### src/rtl/c4_pkg.sv
// Shared connect-four definitions: board geometry, FSM states and player encoding.
// Used by the move controller and by the downstream logic unit.
package c4_pkg;

  localparam int COLS      = 7;
  localparam int ROWS      = 6;
  localparam int MAX_MOVES = 42;

  localparam logic P1 = 1'b0;
  localparam logic P2 = 1'b1;

  typedef enum logic [1:0] {
    IDLE  = 2'd0,
    CHECK = 2'd1,
    ISSUE = 2'd2
  } state_t;

endpackage

### src/rtl/c4_col_next.sv
// Next-state of one board column: thermometer occupancy grows by one cell and the
// owner bit at the new height takes the mover's value. full flags a column with no room.
module c4_col_next
  import c4_pkg::*;
#(
  parameter int ROWS = c4_pkg::ROWS
) (
  input  logic [ROWS-1:0] onoff,
  input  logic [ROWS-1:0] owner,
  input  logic            player,
  output logic [ROWS-1:0] new_onoff,
  output logic [ROWS-1:0] new_owner,
  output logic            full
);

  int h;

  always_comb begin
    h = 0;
    for (int i = 0; i < ROWS; i++) begin
      if (onoff[i]) h = h + 1;
    end
    full      = onoff[ROWS-1];
    new_onoff = {onoff[ROWS-2:0], 1'b1};
    new_owner = owner;
    // h is the height of the first empty cell; nothing to place when full
    for (int i = 0; i < ROWS; i++) begin
      if (!full && (i == h)) new_owner[i] = player;
    end
  end

endmodule

### src/rtl/c4_move_ctrl.sv
// Connect-four move controller: legality check against a shadow board, write strobe to
// the logic unit, turn and move tracking. Define C4_DROP_EDGE_EN for edge-triggered drop.
module c4_move_ctrl
  import c4_pkg::*;
#(
  parameter int   COLS         = c4_pkg::COLS,
  parameter int   ROWS         = c4_pkg::ROWS,
  parameter logic FIRST_PLAYER = 1'b0
) (
  input  logic            clk,
  input  logic            reset,
  input  logic [2:0]      col_sel,
  input  logic            drop,
  input  logic            game_over,
  output logic [2:0]      address,
  output logic [ROWS-1:0] onoff_write,
  output logic [ROWS-1:0] player_write,
  output logic            go,
  output logic            cur_player,
  output logic [5:0]      move_count,
  output logic            illegal,
  output logic            board_full
);

  localparam logic [3:0] COLS_W  = 4'(COLS);
  localparam logic [5:0] CELLS_W = 6'(COLS * ROWS);
  localparam logic [5:0] MAX_W   = 6'(MAX_MOVES);

  state_t          state;
  logic [2:0]      col_r;
  logic [ROWS-1:0] onoff_b [8];
  logic [ROWS-1:0] owner_b [8];
  logic            req;
  logic [ROWS-1:0] new_onoff_c;
  logic [ROWS-1:0] new_owner_c;
  logic            full_c;
  logic            legal;

`ifdef C4_DROP_EDGE_EN
  // Previous value resets high so a button held through reset is not a request
  logic drop_prev;
  always_ff @(posedge clk) begin
    if (reset) drop_prev <= 1'b1;
    else       drop_prev <= drop;
  end
  assign req = drop & ~drop_prev;
`else
  assign req = drop;
`endif

  c4_col_next #(.ROWS(ROWS)) u_col_next (
    .onoff     (onoff_b[col_r]),
    .owner     (owner_b[col_r]),
    .player    (cur_player),
    .new_onoff (new_onoff_c),
    .new_owner (new_owner_c),
    .full      (full_c)
  );

  assign legal = ({1'b0, col_r} < COLS_W) && !full_c && !game_over && !board_full;

  always_ff @(posedge clk) begin
    if (reset) begin
      state        <= IDLE;
      address      <= '0;
      onoff_write  <= '0;
      player_write <= '0;
      go           <= 1'b0;
      illegal      <= 1'b0;
      cur_player   <= FIRST_PLAYER;
      move_count   <= '0;
      board_full   <= 1'b0;
      for (int c = 0; c < 8; c++) begin
        onoff_b[c] <= '0;
        owner_b[c] <= '0;
      end
    end else begin
      go         <= 1'b0;
      illegal    <= 1'b0;
      board_full <= (move_count == CELLS_W);
      case (state)
        IDLE: begin
          if (req) begin
            col_r <= col_sel;
            state <= CHECK;
          end
        end
        CHECK: begin
          if (legal) begin
            address          <= col_r;
            onoff_write      <= new_onoff_c;
            player_write     <= new_owner_c;
            go               <= 1'b1;
            onoff_b[col_r]   <= new_onoff_c;
            owner_b[col_r]   <= new_owner_c;
            state            <= ISSUE;
          end else begin
            illegal <= 1'b1;
            state   <= IDLE;
          end
        end
        ISSUE: begin
          cur_player <= ~cur_player;
          if (move_count != MAX_W) move_count <= move_count + 6'd1;
          state <= IDLE;
        end
        default: state <= IDLE;
      endcase
    end
  end

endmodule
### config.mk
export PLATFORM = sky130hd
export DESIGN_NAME = c4_move_ctrl
export DESIGN_NICKNAME = d
export VERILOG_FILES = /design/src/rtl/c4_pkg.sv /design/src/rtl/c4_col_next.sv /design/src/rtl/c4_move_ctrl.sv
export SDC_FILE = /design/constraint.sdc
export NUM_CORES = 1
export LEC_CHECK = 0
export ABC_AREA = 1
export BUFFER_PORTS_ARGS = -buffer_cell sky130_fd_sc_hd__buf_2
export CAP_MARGIN = 10
export CORE_MARGIN = 8
export CORE_UTILIZATION = 43
export CTS_CLUSTER_SIZE = 24
export DETAILED_ROUTE_END_ITERATION = 16
export GPL_TIMING_DRIVEN = 0
export PLACE_DENSITY_LB_ADDON = 0.3
export SLEW_MARGIN = 20
export SYNTH_ARGS = -nofsm -noshare
export SYNTH_HDL_FRONTEND = slang
export SYNTH_HIERARCHICAL = 1
export SYNTH_SLANG_ARGS = --single-unit
### constraint.sdc
create_clock -name clk -period 4.5 [get_ports clk]
set_input_delay 0.675 -clock clk [delete_from_list [all_inputs] [get_ports clk]]
set_output_delay 0.675 -clock clk [all_outputs]
set_load 0.005 [all_outputs]
# After elaboration in Yosys (flattened, before gate mapping)
# Memory sizes are Yosys's and may differ from the RTL's. A register that Yosys moved wholly into a read port is not among the register bits.
# Cells that the tools add are included.
# totals
mem_bits_rw,96
n_memories,2
reg_bits,30
wordCells,82
# mem_list
name,depth,width,rd,rd_clocked_by_memory_dff,write_ports,line,text
onoff_b,8,6,1,1,8,c4_move_ctrl.sv:31,logic [ROWS-1:0] onoff_b [8];
owner_b,8,6,1,1,8,c4_move_ctrl.sv:32,logic [ROWS-1:0] owner_b [8];
# op_classes
n_addsub,6
n_bitwise,3
muxes,30
magnitude_cmp,1
n_reduce_logical,20
n_eq_ne,10
# ops
operator,n
32-bit two-way mux,5
32-bit by 2-bit adder with 32-bit output (second input constant),4
3-bit by 32-bit == test with 1-bit output (first input constant),2
4-bit by 32-bit == test with 1-bit output (first input constant),2
2-bit by 32-bit == test with 1-bit output (first input constant),1
32-bit logical NOT,1
1-bit two-way mux,16
3-bit two-way mux,4
6-bit two-way mux,2
6-bit OR reduction,2
1-bit logical AND,9
6-bit by 1-bit adder with 6-bit output (second input constant),1
6-bit == test (second input constant),1
6-bit != test (second input constant),1
2-bit two-way mux,2
2-bit one-hot mux with 2 select lines,1
2-bit AND reduction,2
1-bit logical NOT,3
3-bit < comparator (second input constant),1
1-bit NOT,3
3-bit AND reduction,1
1-bit by 1-bit adder with 2-bit output (second input constant),1
2-bit by 1-bit == test with 1-bit output (second input constant),1
2-bit == test (second input constant),1
3 further kinds,3

# Longest topological paths before layout
# Gate-level depths: netlist of the first run.
# depth
ltp_word,15
mapped_depth,31
ltp_nobuf,29

# Modules after synthesis
# Netlist of the first run, hierarchy kept.
# by_module_without_submodules
module,cells_each,area_per_inst_um2,n_inst,seq_area_each_um2
c4_move_ctrl,582,5631.7,1,3573.4
c4_col_next,101,565.5,1,0.0

# Worst setup path before layout of the first run
# No wires, ideal clock.
# synth_path
kind,register -> register
from,reg with a tool-made name
to,mem owner_b[0][4] (data pin)
t_arrival_ps,3738
n_path_buf,2
setup_slack_ps,504
t_required_ps,4242
path_stages_with_launch,31
setup_time_ps,258
path_cell_list,dfxtp_1 > inv_1 > buf_2 > clkbuf_1 > nor2_1 > o21ai_0 > nand2_1 > nand2_1 > inv_1 > ha_1 > inv_1 > nand2_2 > nand2_1 > inv_1 > ha_1 > nand2_1 > nand2_1 > ha_1 > or2_1 > nand2_1 > inv_1 > ha_1 > nand2_1 > nand3b_1 > nand2_4 > inv_4 > nand4_1 > nand2_1 > nand2_1 > inv_1 > nor2_1
# synth_lines
item,line
end: declaration,c4_move_ctrl.sv:32

==> impl_results.html, run 1 <==
<table>
<tr><th>Metric</th><th>Value</th></tr>
<tr><th colspan="2">Place</th></tr>
<tr><td>Final estimated routing congestion in global placement</td><td>0.849</td></tr>
<tr><td>HPWL reported at the end of detailed placement</td><td>11100 um</td></tr>
<tr><td>Port Buffer Count</td><td>30</td></tr>
<tr><td>Instance count after placement with tap cells included</td><td>908</td></tr>
<tr><td>Area post-placement</td><td>0.00662 mm2</td></tr>
<tr><th colspan="2">Timing</th></tr>
<tr><td>Final setup fails</td><td>0</td></tr>
<tr><td>Maximum operating frequency</td><td>0.233 GHz</td></tr>
<tr><td>Setup TNS</td><td>0 ns</td></tr>
<tr><td>Final cycle utilization of the critical path</td><td>0.954</td></tr>
<tr><td>Actual transition at the worst max-transition pin</td><td>0.607 ns</td></tr>
<tr><td>Final max-slew violation count</td><td>0</td></tr>
<tr><td>Final hold violation count</td><td>0</td></tr>
<tr><td>Post-layout min period</td><td>4.30 ns</td></tr>
<tr><td>RSZ-0062 raised after global routing</td><td>no</td></tr>
<tr><td>Setup clock skew after layout</td><td>about 0.0094 ns</td></tr>
<tr><td>Max_slew headroom</td><td>0.595</td></tr>
<tr><td>Minimum hold slack</td><td>0.447 ns</td></tr>
<tr><th colspan="2">Yosys</th></tr>
<tr><td>Synthesis Warnings</td><td>6</td></tr>
<tr><td>Library cells used by synthesis</td><td>34</td></tr>
<tr><td>Synth Register Bits</td><td>129</td></tr>
<tr><td>Netlist area before placement</td><td>0.00620 mm2</td></tr>
<tr><td>Synthesized area per cell</td><td>9.07 um2</td></tr>
<tr><td>Share of the yosys chip area belonging to registers</td><td>0.577</td></tr>
<tr><td>Syn Inst Count</td><td>683</td></tr>
<tr><th colspan="2">Setup path</th></tr>
<tr><td>Setup Crit Path Kind</td><td>reg2reg</td></tr>
<tr><td>Required time worst endpoint</td><td>4.77 ns</td></tr>
<tr><td>Worst stage delay on the critical path</td><td>0.34 ns</td></tr>
<tr><td>Worst reg-to-reg path cell count</td><td>29</td></tr>
<tr><td>Worst-path fanout max</td><td>10</td></tr>
<tr><td>CP endpoint kind</td><td>register</td></tr>
<tr><td>Cell seen most often among critical-path stages</td><td>sky130_fd_sc_hd__nand2_2</td></tr>
<tr><td>Critical Path Start Type</td><td>register</td></tr>
<tr><td>Arrival time of the worst setup path</td><td>4.57 ns</td></tr>
<tr><td>Slack of the worst reg-to-reg path</td><td>0.20 ns</td></tr>
<tr><td>Worst path slowest cell</td><td>sky130_fd_sc_hd__dfxtp_2</td></tr>
<tr><th colspan="2">Global route</th></tr>
<tr><td>Vias in the first global route</td><td>between 4000 and 5000</td></tr>
<tr><td>First-pass GRT wire length</td><td>approximately 24000 um</td></tr>
<tr><td>Overflow after GRT</td><td>0</td></tr>
<tr><td>GRT Overall Usage</td><td>0.173</td></tr>
<tr><td>Initial antenna violation count</td><td>0</td></tr>
<tr><td>Largest net degree at the start of global routing</td><td>17</td></tr>
<tr><th colspan="2">Hold path</th></tr>
<tr><td>Min-Delay Path Depth</td><td>1</td></tr>
<tr><td>Start point of the worst hold path</td><td>col_sel[1]</td></tr>
<tr><td>Min-Delay Path Class</td><td>in2reg</td></tr>
<tr><th colspan="2">Clock network</th></tr>
<tr><td>Number of hold-repair buffers added at the cts stage</td><td>0</td></tr>
<tr><td>Clock latency reported for the late side of the worst-skew pair</td><td>0.42 ns</td></tr>
<tr><td>CTS tree</td><td>built</td></tr>
<tr><td>Number of clock sinks</td><td>roughly 130</td></tr>
<tr><td>TritonCTS buffer count</td><td>17</td></tr>
<tr><td>H-tree depth</td><td>4</td></tr>
<tr><td>Root buffer cell</td><td>sky130_fd_sc_hd__clkbuf_16</td></tr>
<tr><td>Clock transition at the registers of the reported paths</td><td>0.05 ns</td></tr>
<tr><td>Maximum clock insertion buffer count</td><td>2</td></tr>
<tr><th colspan="2">Routing</th></tr>
<tr><td>Iter 0 DRT Violations</td><td>429</td></tr>
<tr><td>Vias after detailed routing</td><td>4896</td></tr>
<tr><td>Post-route DRC</td><td>0</td></tr>
<tr><td>Antenna-violating nets left</td><td>0</td></tr>
<tr><td>DR vias/cell</td><td>between 5 and 6</td></tr>
<tr><td>Routed Wire Length</td><td>15800 um</td></tr>
<tr><td>Number of iterations in the first detailed-routing pass</td><td>5</td></tr>
<tr><td>Routed wire per std cell</td><td>16.6 um</td></tr>
<tr><th colspan="2">Floorplan</th></tr>
<tr><td># rows</td><td>44</td></tr>
<tr><td>Horiz. Die Dim</td><td>about 140 um</td></tr>
<tr><td>Height of the die</td><td>between 100 and 150 um</td></tr>
<tr><td>Count of boundary I/O pins</td><td>32</td></tr>
<tr><td>Starting density of the core</td><td>0.433</td></tr>
<tr><td>Die Outline Area</td><td>0.0185 mm2</td></tr>
<tr><td>Core area</td><td>0.0143 mm2</td></tr>
<tr><th colspan="2">Status</th></tr>
<tr><td>Run status</td><td>completed</td></tr>
<tr><th colspan="2">Cells and area</th></tr>
<tr><td>Number of standard cells in the final layout excluding fillers</td><td>949</td></tr>
<tr><td>Leading cell types in the layout, fill and taps excluded</td><td>sky130_fd_sc_hd__nor2_1 (194), sky130_fd_sc_hd__edfxtp_1 (99), sky130_fd_sc_hd__nand2_1 (83)</td></tr>
<tr><td>Fillcell total</td><td>1263</td></tr>
<tr><td>Fraction of layout cells with a size suffix above 1</td><td>0.220</td></tr>
<tr><td>Number of antenna cells inserted</td><td>0</td></tr>
<tr><td>Net count, final</td><td>approximately 770</td></tr>
<tr><td>Final instance area</td><td>0.00744 mm2</td></tr>
<tr><td>Most common cell after layout, fill and taps aside</td><td>sky130_fd_sc_hd__nor2_1</td></tr>
<tr><td>Area growth from synthesis to layout</td><td>20.1%</td></tr>
<tr><th colspan="2">Job</th></tr>
<tr><td>Reported max-cap violation count</td><td>0</td></tr>
<tr><th colspan="2">Power</th></tr>
<tr><td>Power density over the cells</td><td>433 mW/mm2</td></tr>
<tr><td>Leakage</td><td>3.11 nW</td></tr>
<tr><td>Final Total Pwr</td><td>3.22 mW</td></tr>
<tr><td>Worst-case vdd ir drop</td><td>~0.25 mV</td></tr>
</table>
## final timing paths
path | endpoint
hold reg to reg | onoff_write[1]$_SDFFE_PP0P_
setup reg to reg | owner_b[6][4]$_SDFFCE_PN0P_
setup / recovery | owner_b[6][4]$_SDFFCE_PN0P_
hold / removal | col_r[1]$_DFFE_PP_
## per-layer routing
| layer | part of all wire | up-vias | GRT usage |
|---|---|---|---|
| met4 | 0.039 | 0 | 0.0854 |
| met5 | 0 | - | 0 |
| met2 | 0.49 | 189 | 0.288 |
| met3 | 0.069 | 39 | 0.0462 |
| li1 | - | 2374 | - |
| met1 | 0.40 | 2294 | 0.204 |
## stage by stage
stage	worst slack, ns	utilization
after floorplan	0.504	-
after global placement	-0.348	0.462
after detailed placement	-0.510	0.462
after CTS	0.0405	0.509
after global routing	0.00283	0.520
final	0.205	0.520
## cells in the mapped netlist
master | count | area, um2
sky130_fd_sc_hd__a21oi_1 | 4 | 20.0
sky130_fd_sc_hd__and3_1 | 1 | 6.26
sky130_fd_sc_hd__buf_1 | 1 | 3.75
sky130_fd_sc_hd__buf_12 | 1 | 20.0
sky130_fd_sc_hd__buf_2 | 13 | 65.1
sky130_fd_sc_hd__buf_4 | 9 | 67.6
sky130_fd_sc_hd__buf_6 | 5 | 56.3
sky130_fd_sc_hd__clkbuf_1 | 10 | 37.5
sky130_fd_sc_hd__conb_1 | 2 | 7.51
sky130_fd_sc_hd__dfxtp_1 | 30 | 601
sky130_fd_sc_hd__edfxtp_1 | 99 | 2970
sky130_fd_sc_hd__ha_1 | 7 | 87.6
sky130_fd_sc_hd__inv_1 | 44 | 165
sky130_fd_sc_hd__inv_2 | 2 | 7.51
sky130_fd_sc_hd__inv_4 | 1 | 6.26
sky130_fd_sc_hd__nand2_1 | 94 | 353
sky130_fd_sc_hd__nand2_2 | 8 | 50.1
sky130_fd_sc_hd__nand2_4 | 3 | 33.8
sky130_fd_sc_hd__nand3_1 | 22 | 110
sky130_fd_sc_hd__nand3_2 | 1 | 10.0
sky130_fd_sc_hd__nand3b_1 | 1 | 7.51
sky130_fd_sc_hd__nand3b_2 | 1 | 11.3
sky130_fd_sc_hd__nand4_1 | 9 | 56.3
sky130_fd_sc_hd__nand4_2 | 1 | 12.5
sky130_fd_sc_hd__nand4_4 | 5 | 106
sky130_fd_sc_hd__nor2_1 | 204 | 766
sky130_fd_sc_hd__nor2_2 | 6 | 37.5
sky130_fd_sc_hd__nor2_4 | 2 | 22.5
sky130_fd_sc_hd__nor3_1 | 1 | 5.00
sky130_fd_sc_hd__o21a_1 | 1 | 7.51
sky130_fd_sc_hd__o21ai_0 | 79 | 395
sky130_fd_sc_hd__o21ai_1 | 13 | 65.1
sky130_fd_sc_hd__or2_1 | 1 | 6.26
sky130_fd_sc_hd__xor2_1 | 2 | 17.5
## critical path: cells and delay by family (launching register included)
family	cells	cell delay (ns)
buffers and inverters	7	0.83
AO/OA/AOI/OAI	2	0.17
adder cells (fa/ha/maj)	4	0.97
flip-flops	1	0.34
AND/OR/NAND/NOR	16	1.81
## flip-flops by register name (all words and copies together) (netlist names), named ones only
signal	count
state	2
illegal	1
move_count	6
owner_b	48
onoff_write	6
player_write	6
board_full	1
go	1
cur_player	1
onoff_b	48
col_r	3
address	3
## area by class of cell
| class | count | area, um2 | share of cell area |
|---|---|---|---|
| multi-input combinational | 479 | 2330 | 0.313 |
| tap | 184 | 230 | 0.0309 |
| sequential | 129 | 3580 | 0.481 |
| clock inverter | 5 | 25.0 | 0.00336 |
| clock buffer | 27 | 536 | 0.0720 |
| timing repair buffer | 39 | 230 | 0.0309 |
| buffer | 39 | 319 | 0.0429 |
| inverter | 47 | 198 | 0.0266 |
## timing repair
item / in CTS / in global routing
endpoints found under the setup margin: 48 / 48
setup buffers: 2 / 7
pin swaps: 2 / 15
gates resized for setup: 34 / 40
## cells by family (layout without fill, tap and decap cells)
logic type                 after synthesis  count (layout)  share of synthesized area
and+or+nand+nor                        360             360                      0.257
DFF                                    129             129                      0.577
AOI/OAI and AO/OA                       97              97                     0.0787
buffers and inverters                   86             157                     0.0693
adders and majority gates                7               7                     0.0141
other                                    2              13                    0.00121
xor gates and xnor gates                 2               2                    0.00283
## power breakdown
| part | switching (mW) | internal, mW |
|---|---|---|
| clock network | 0.478 | 0.809 |
| registers | 0.0205 | 1.33 |
| logic | 0.400 | 0.190 |
| total | 0.898 | 2.33 |
Note: power is estimated with default switching activity, not from simulation.
==> inputs of run 2 (changes only) <==
--- a/config.mk
+++ b/config.mk
@@ -13,7 +13,7 @@
 export CTS_CLUSTER_SIZE = 24
 export DETAILED_ROUTE_END_ITERATION = 16
 export GPL_TIMING_DRIVEN = 0
-export PLACE_DENSITY_LB_ADDON = 0.3
+export PLACE_DENSITY = 0.59
 export SLEW_MARGIN = 20
 export SYNTH_ARGS = -nofsm -noshare
 export SYNTH_HDL_FRONTEND = slang
==> impl_results.html, run 2 (synthesis gave the netlist of run 1 again) <==
<table>
<tr><th>Metric</th><th>Value</th></tr>
<tr><th colspan="2">Timing</th></tr>
<tr><td>Setup TNS</td><td>0 ns</td></tr>
<tr><td>Maximum operating frequency</td><td>0.234 GHz</td></tr>
<tr><td>Final max-slew violation count</td><td>0</td></tr>
<tr><td>Setup clock skew after layout</td><td>0.00856 ns</td></tr>
<tr><td>Max_slew headroom</td><td>0.503</td></tr>
<tr><td>Minimum hold slack</td><td>0.455 ns</td></tr>
<tr><td>Worst Setup Slack, final</td><td>0.231 ns</td></tr>
<tr><td>Post-layout min period</td><td>4.27 ns</td></tr>
<tr><td>Final setup fails</td><td>0</td></tr>
<tr><td>Actual transition at the worst max-transition pin</td><td>0.746 ns</td></tr>
<tr><td>Final cycle utilization of the critical path</td><td>0.949</td></tr>
<tr><td>Final hold violation count</td><td>0</td></tr>
<tr><th colspan="2">Cells and area</th></tr>
<tr><td>Final instance area</td><td>0.00735 mm2</td></tr>
<tr><td>Area growth from synthesis to layout</td><td>18.7%</td></tr>
<tr><td>Net count, final</td><td>763</td></tr>
<tr><td>Leading cell types in the layout, fill and taps excluded</td><td>sky130_fd_sc_hd__nor2_1 (194), sky130_fd_sc_hd__edfxtp_1 (99), sky130_fd_sc_hd__nand2_1 (83)</td></tr>
<tr><td>Most common cell after layout, fill and taps aside</td><td>sky130_fd_sc_hd__nor2_1</td></tr>
<tr><td>Registers with the most flip-flops</td><td>onoff_b x48, owner_b x48</td></tr>
<tr><td>Number of antenna cells inserted</td><td>0</td></tr>
<tr><td>Fraction of layout cells with a size suffix above 1</td><td>0.211</td></tr>
<tr><th colspan="2">Global route</th></tr>
<tr><td>Largest net degree at the start of global routing</td><td>17</td></tr>
<tr><td>GRT Overall Usage</td><td>0.176</td></tr>
<tr><td>Initial antenna violation count</td><td>0</td></tr>
<tr><td>Vias in the first global route</td><td>4735</td></tr>
<tr><td>Overflow after GRT</td><td>0</td></tr>
<tr><td>First-pass GRT wire length</td><td>between 20000 and 25000 um</td></tr>
<tr><th colspan="2">Place</th></tr>
<tr><td>Final estimated routing congestion in global placement</td><td>0.837</td></tr>
<tr><td>HPWL reported at the end of detailed placement</td><td>between 10000 and 15000 um</td></tr>
<tr><td>Post-Place Setup Slack</td><td>-0.512 ns</td></tr>
<tr><td>Area post-placement</td><td>0.00662 mm2</td></tr>
<tr><td>Port Buffer Count</td><td>30</td></tr>
<tr><th colspan="2">Floorplan</th></tr>
<tr><td>Horiz. Die Dim</td><td>136 um</td></tr>
<tr><td>Core area</td><td>0.0143 mm2</td></tr>
<tr><td>Height of the die</td><td>136 um</td></tr>
<tr><td>Die Outline Area</td><td>0.0185 mm2</td></tr>
<tr><td># rows</td><td>44</td></tr>
<tr><td>Count of boundary I/O pins</td><td>32</td></tr>
<tr><td>Starting density of the core</td><td>0.433</td></tr>
<tr><th colspan="2">Routing</th></tr>
<tr><td>Routed wire per std cell</td><td>16.9 um</td></tr>
<tr><td>Vias after detailed routing</td><td>4862</td></tr>
<tr><td>Met3 routed WL</td><td>977 um</td></tr>
<tr><td>Top Metal Used</td><td>met4</td></tr>
<tr><td>Routed Wire Length</td><td>16000 um</td></tr>
<tr><td>DR vias/cell</td><td>5.14</td></tr>
<tr><td>Iter 0 DRT Violations</td><td>416</td></tr>
<tr><td>Detailed-route wire length on metal 1</td><td>6870 um</td></tr>
<tr><td>Met2 routed WL</td><td>7680 um</td></tr>
<tr><td>Number of iterations in the first detailed-routing pass</td><td>7</td></tr>
<tr><td>Antenna-violating nets left</td><td>0</td></tr>
<tr><td>Post-route DRC</td><td>0</td></tr>
<tr><th colspan="2">Setup path</th></tr>
<tr><td>Top cell family by delay on the critical path</td><td>simple AND/OR/NAND/NOR gates</td></tr>
<tr><td>Worst-path fanout max</td><td>10</td></tr>
<tr><td>Critical Path Start Type</td><td>register</td></tr>
<tr><td>Setup Crit Path Kind</td><td>reg2reg</td></tr>
<tr><td>CP endpoint kind</td><td>register</td></tr>
<tr><td>Required time worst endpoint</td><td>4.77 ns</td></tr>
<tr><td>Arrival time of the worst setup path</td><td>4.54 ns</td></tr>
<tr><td>CP bufs+invs</td><td>9</td></tr>
<tr><td>Worst stage delay on the critical path</td><td>0.36 ns</td></tr>
<tr><td>Cell seen most often among critical-path stages</td><td>sky130_fd_sc_hd__nand2_2</td></tr>
<tr><td>Worst path slowest cell</td><td>sky130_fd_sc_hd__dfxtp_4</td></tr>
<tr><th colspan="2">Power</th></tr>
<tr><td>Worst-case vdd ir drop</td><td>0.292 mV</td></tr>
<tr><td>Leakage</td><td>3.06 nW</td></tr>
<tr><td>Power density over the cells</td><td>around 430 mW/mm2</td></tr>
<tr><td>Final Total Pwr</td><td>approximately 3.1 mW</td></tr>
<tr><th colspan="2">Clock network</th></tr>
<tr><td>Clock transition at the registers of the reported paths</td><td>0.05 ns</td></tr>
<tr><td>TritonCTS buffer count</td><td>17</td></tr>
<tr><td>Root buffer cell</td><td>sky130_fd_sc_hd__clkbuf_16</td></tr>
<tr><td>Clock latency reported for the late side of the worst-skew pair</td><td>0.41 ns</td></tr>
<tr><td>CTS tree</td><td>built</td></tr>
<tr><td>Number of clock sinks</td><td>129</td></tr>
<tr><td>H-tree depth</td><td>4</td></tr>
<tr><td>Number of hold-repair buffers added at the cts stage</td><td>0</td></tr>
<tr><td>Maximum clock insertion buffer count</td><td>2</td></tr>
<tr><th colspan="2">Status</th></tr>
<tr><td>Run status</td><td>completed</td></tr>
<tr><th colspan="2">Job</th></tr>
<tr><td>Reported max-cap violation count</td><td>0</td></tr>
<tr><th colspan="2">Hold path</th></tr>
<tr><td>Min-Delay Path Class</td><td>in2reg</td></tr>
</table>
[run 2: cell count changes in the layout (fill, tap and decap cells not counted), moves of 2 or more]
cell,change
sky130_fd_sc_hd__clkbuf_8,-3
sky130_fd_sc_hd__clkinv_1,+3
sky130_fd_sc_hd__buf_2,+2
sky130_fd_sc_hd__ha_1,-2
sky130_fd_sc_hd__clkbuf_16,-2
sky130_fd_sc_hd__o21ai_0,-2
sky130_fd_sc_hd__o21ai_2,-3
sky130_fd_sc_hd__clkbuf_2,-3
sky130_fd_sc_hd__o21ai_1,+5
[run 2: timing repair]
action,in CTS,in global routing
setup endpoints to repair,48,48
buffers inserted,0,6
gates resized for setup,35,40
pin swaps,1,11
[run 2: worst paths after layout]
| kind | from | end | slack [ns] | cells past startpoint |
|---|---|---|---|---|
| setup / recovery | register | owner_b[0][2]$_SDFFCE_PN0P_ | 0.23 | 30 |
| hold / removal | col_sel[1] | col_r[1]$_DFFE_PP_ | 0.46 | 1 |
| setup reg to reg | register | owner_b[0][2]$_SDFFCE_PN0P_ | 0.23 | 30 |
| hold reg to reg | onoff_write[3]$_SDFFE_PP0P_ | onoff_write[3]$_SDFFE_PP0P_ | 0.48 | 2 |
[run 2: metal layers]
layer  GRT usage  vias to the layer above
li1            -                     2363
met4      0.0763                        0
met3      0.0403                       32
met5           0                        -
met2       0.284                      150
met1       0.222                     2317
[run 2: cell type report]
cell class              instances  area, um2
clock inverters                 9       66.3
clock buffers                  23        448
repair buffers                 36        195
fillers                      1345       6960
well taps                     184        230
inverters                      47        194
plain buffers                  39        318
flip-flops and latches        129       3580
multi-input cells             479       2320
[run 2: report_power, final]
part | switching, mW | internal (mW) | leakage (nW)
Clock | 0.471 | 0.747 | 0.255
Sequential | 0.0196 | 1.33 | 1.26
Combinational | 0.395 | 0.173 | 1.54
[run 2: stage by stage]
step | instances | utilization
5_1_grt | 946 | 0.514
3_3_place_gp | 908 | 0.462
6_report | 946 | 0.514
4_1_cts | 940 | 0.504
2_1_floorplan | 694 | -
3_5_place_dp | 908 | 0.462
==> inputs of run 3 (changes only) <==
--- a/config.mk
+++ b/config.mk
@@ -13,7 +13,9 @@
 export CTS_CLUSTER_SIZE = 24
 export DETAILED_ROUTE_END_ITERATION = 16
 export GPL_TIMING_DRIVEN = 0
+export MAX_ROUTING_LAYER = met4
 export PLACE_DENSITY = 0.59
+export RECOVER_POWER = 50
 export SLEW_MARGIN = 20
 export SYNTH_ARGS = -nofsm -noshare
 export SYNTH_HDL_FRONTEND = slang
==> impl_results.html, run 3 (synthesis gave the netlist of run 1 again) <==
<table>
<tr><th>Metric</th><th>Value</th></tr>
<tr><th colspan="2">Power</th></tr>
<tr><td>Cell-internal power</td><td>2.25 mW</td></tr>
<tr><td>Part of the power in the clock network</td><td>0.388</td></tr>
<tr><td>Switching share of power</td><td>0.282</td></tr>
<tr><td>Proportion of power drawn by flip-flops and latches</td><td>0.430</td></tr>
<tr><td>Worst-case vdd ir drop</td><td>0.293 mV</td></tr>
<tr><td>Portion of total power attributed to combinational logic</td><td>0.182</td></tr>
<tr><td>Psw</td><td>0.884 mW</td></tr>
<tr><td>Final Total Pwr</td><td>around 3.1 mW</td></tr>
<tr><td>Leakage</td><td>2.91 nW</td></tr>
<tr><td>Power density over the cells</td><td>435 mW/mm2</td></tr>
<tr><th colspan="2">Routing</th></tr>
<tr><td>Met3 routed WL</td><td>1030 um</td></tr>
<tr><td>Vias after detailed routing</td><td>4907</td></tr>
<tr><td>Routed wire per std cell</td><td>approximately 17 um</td></tr>
<tr><td>Iter 0 DRT Violations</td><td>438</td></tr>
<tr><td>Top Metal Used</td><td>met4</td></tr>
<tr><td>Routed Wire Length</td><td>16000 um</td></tr>
<tr><td>Number of iterations in the first detailed-routing pass</td><td>5</td></tr>
<tr><td>DR vias/cell</td><td>5.18</td></tr>
<tr><td>Met2 routed WL</td><td>~7700 um</td></tr>
<tr><td>Antenna-violating nets left</td><td>0</td></tr>
<tr><td>Detailed-route wire length on metal 1</td><td>6870 um</td></tr>
<tr><td>Post-route DRC</td><td>0</td></tr>
<tr><th colspan="2">Clock network</th></tr>
<tr><td>Root buffer cell</td><td>sky130_fd_sc_hd__clkbuf_16</td></tr>
<tr><td>Maximum clock insertion buffer count</td><td>2</td></tr>
<tr><td>CTS tree</td><td>built</td></tr>
<tr><td>Number of hold-repair buffers added at the cts stage</td><td>0</td></tr>
<tr><td>Number of clock sinks</td><td>129</td></tr>
<tr><td>TritonCTS buffer count</td><td>17</td></tr>
<tr><td>Clock transition at the registers of the reported paths</td><td>0.05 ns</td></tr>
<tr><td>Clock latency reported for the late side of the worst-skew pair</td><td>just over 0.4 ns</td></tr>
<tr><td>H-tree depth</td><td>4</td></tr>
<tr><th colspan="2">Timing</th></tr>
<tr><td>Actual transition at the worst max-transition pin</td><td>0.756 ns</td></tr>
<tr><td>Worst Setup Slack, final</td><td>0.227 ns</td></tr>
<tr><td>Setup clock skew after layout</td><td>0.00663 ns</td></tr>
<tr><td>Final max-slew violation count</td><td>0</td></tr>
<tr><td>Final cycle utilization of the critical path</td><td>0.949</td></tr>
<tr><td>Minimum hold slack</td><td>0.451 ns</td></tr>
<tr><td>Max_slew headroom</td><td>0.496</td></tr>
<tr><td>Post-layout min period</td><td>around 4.3 ns</td></tr>
<tr><td>Maximum operating frequency</td><td>0.234 GHz</td></tr>
<tr><td>Final hold violation count</td><td>0</td></tr>
<tr><td>Final setup fails</td><td>0</td></tr>
<tr><th colspan="2">Cells and area</th></tr>
<tr><td>Leading cell types in the layout, fill and taps excluded</td><td>sky130_fd_sc_hd__nor2_1 (195), sky130_fd_sc_hd__edfxtp_1 (99), sky130_fd_sc_hd__nand2_1 (83)</td></tr>
<tr><td>Net count, final</td><td>764</td></tr>
<tr><td>Fillcell total</td><td>1359</td></tr>
<tr><td>Area growth from synthesis to layout</td><td>16.3%</td></tr>
<tr><td>Registers with the most flip-flops</td><td>onoff_b x48, owner_b x48</td></tr>
<tr><td>Number of antenna cells inserted</td><td>0</td></tr>
<tr><td>Fraction of layout cells with a size suffix above 1</td><td>0.161</td></tr>
<tr><td>Most common cell after layout, fill and taps aside</td><td>sky130_fd_sc_hd__nor2_1</td></tr>
<tr><th colspan="2">Floorplan</th></tr>
<tr><td>Starting density of the core</td><td>0.433</td></tr>
<tr><td>Die Outline Area</td><td>0.0185 mm2</td></tr>
<tr><td>Count of boundary I/O pins</td><td>32</td></tr>
<tr><td>Height of the die</td><td>approximately 140 um</td></tr>
<tr><td>Horiz. Die Dim</td><td>136 um</td></tr>
<tr><td># rows</td><td>44</td></tr>
<tr><td>Core area</td><td>0.0143 mm2</td></tr>
<tr><th colspan="2">Setup path</th></tr>
<tr><td>Critical Path Start Type</td><td>register</td></tr>
<tr><td>Slack of the worst reg-to-reg path</td><td>0.23 ns</td></tr>
<tr><td>Worst path slowest cell</td><td>sky130_fd_sc_hd__dfxtp_4</td></tr>
<tr><td>Arrival time of the worst setup path</td><td>4.54 ns</td></tr>
<tr><td>Cell seen most often among critical-path stages</td><td>sky130_fd_sc_hd__nand2_2</td></tr>
<tr><td>Worst stage delay on the critical path</td><td>0.36 ns</td></tr>
<tr><td>CP endpoint kind</td><td>register</td></tr>
<tr><td>Setup Crit Path Kind</td><td>reg2reg</td></tr>
<tr><td>Worst-path fanout max</td><td>10</td></tr>
<tr><td>Required time worst endpoint</td><td>4.76 ns</td></tr>
<tr><th colspan="2">Global route</th></tr>
<tr><td>First-pass GRT wire length</td><td>24700 um</td></tr>
<tr><td>Largest net degree at the start of global routing</td><td>17</td></tr>
<tr><td>Initial antenna violation count</td><td>0</td></tr>
<tr><td>Overflow after GRT</td><td>0</td></tr>
<tr><td>Vias in the first global route</td><td>4719</td></tr>
<tr><td>GRT Overall Usage</td><td>0.181</td></tr>
<tr><th colspan="2">Place</th></tr>
<tr><td>Post-Place Setup Slack</td><td>-0.512 ns</td></tr>
<tr><td>Port Buffer Count</td><td>30</td></tr>
<tr><td>Final estimated routing congestion in global placement</td><td>about 0.85</td></tr>
<tr><td>HPWL reported at the end of detailed placement</td><td>about 12000 um</td></tr>
<tr><th colspan="2">Hold path</th></tr>
<tr><td>Min-Delay Path Class</td><td>in2reg</td></tr>
<tr><th colspan="2">Status</th></tr>
<tr><td>Run status</td><td>completed</td></tr>
<tr><th colspan="2">Job</th></tr>
<tr><td>Reported max-cap violation count</td><td>0</td></tr>
</table>
-- run 3: worst paths after layout --
| kind | from | endpoint | depth (start not counted) |
|---|---|---|---|
| worst max-delay path | register | owner_b[4][2]$_SDFFCE_PN0P_ | 30 |
| worst min-delay path | col_sel[1] | col_r[1]$_DFFE_PP_ | 1 |
| worst max register to register | register | owner_b[4][2]$_SDFFCE_PN0P_ | 30 |
| worst min register to register | onoff_write[3]$_SDFFE_PP0P_ | onoff_write[3]$_SDFFE_PP0P_ | 2 |
-- run 3: repair_timing --
item / 4_1_cts / 5_1_grt
pin swaps: 1 / 19
gates cloned: 0 / 0
setup endpoints to repair: 48 / 48
gates resized for setup: 35 / 43
setup buffers: 0 / 7
-- run 3: metrics by stage --
step                       util  instances  cell area, um2  setup TNS (ns)
after floorplan               -        694            6240               0
after global placement    0.462        908            6620          -13.09
after detailed placement  0.462        908            6620          -19.81
after CTS                 0.504        940            7220               0
after global routing      0.504        947            7210         -0.0799
final                     0.504        947            7210               0
-- run 3: area by class of cell --
cell class | instances | area (um2) | area share
Sequential cell | 129 | 3580 | 0.496
Multi-Input combinational cell | 479 | 2250 | 0.312
Clock buffer | 23 | 448 | 0.0621
Buffer | 39 | 250 | 0.0347
Tap cell | 184 | 230 | 0.0319
Inverter | 47 | 194 | 0.0269
Timing Repair Buffer | 37 | 189 | 0.0262
Clock inverter | 9 | 66.3 | 0.00920
-- run 3: power groups by stage --
stage	logic, mW	clock network, mW	registers [mW]
final	0.570	1.22	1.35
after global placement	0.485	0	1.37
after global routing	0.631	1.27	1.35
after floorplan	0.345	0	1.37
after detailed placement	0.498	0	1.37
after CTS	0.524	1.22	1.35
-- run 3: worst max-delay path: cells and delay by family, from the launching register on --
family                     cells  cell delay, ns
and+or+nand+nor               16            1.66
buffers and inverters          9            0.99
adders and majority gates      4            0.91
DFF                            1            0.36
AOI/OAI and AO/OA              1            0.20
-- run 3: layer usage --
layer  vias up  track usage
met5         -            -
met1      2345        0.224
li1       2363            -
met2       170        0.284
met3        29       0.0381
met4         0       0.0763
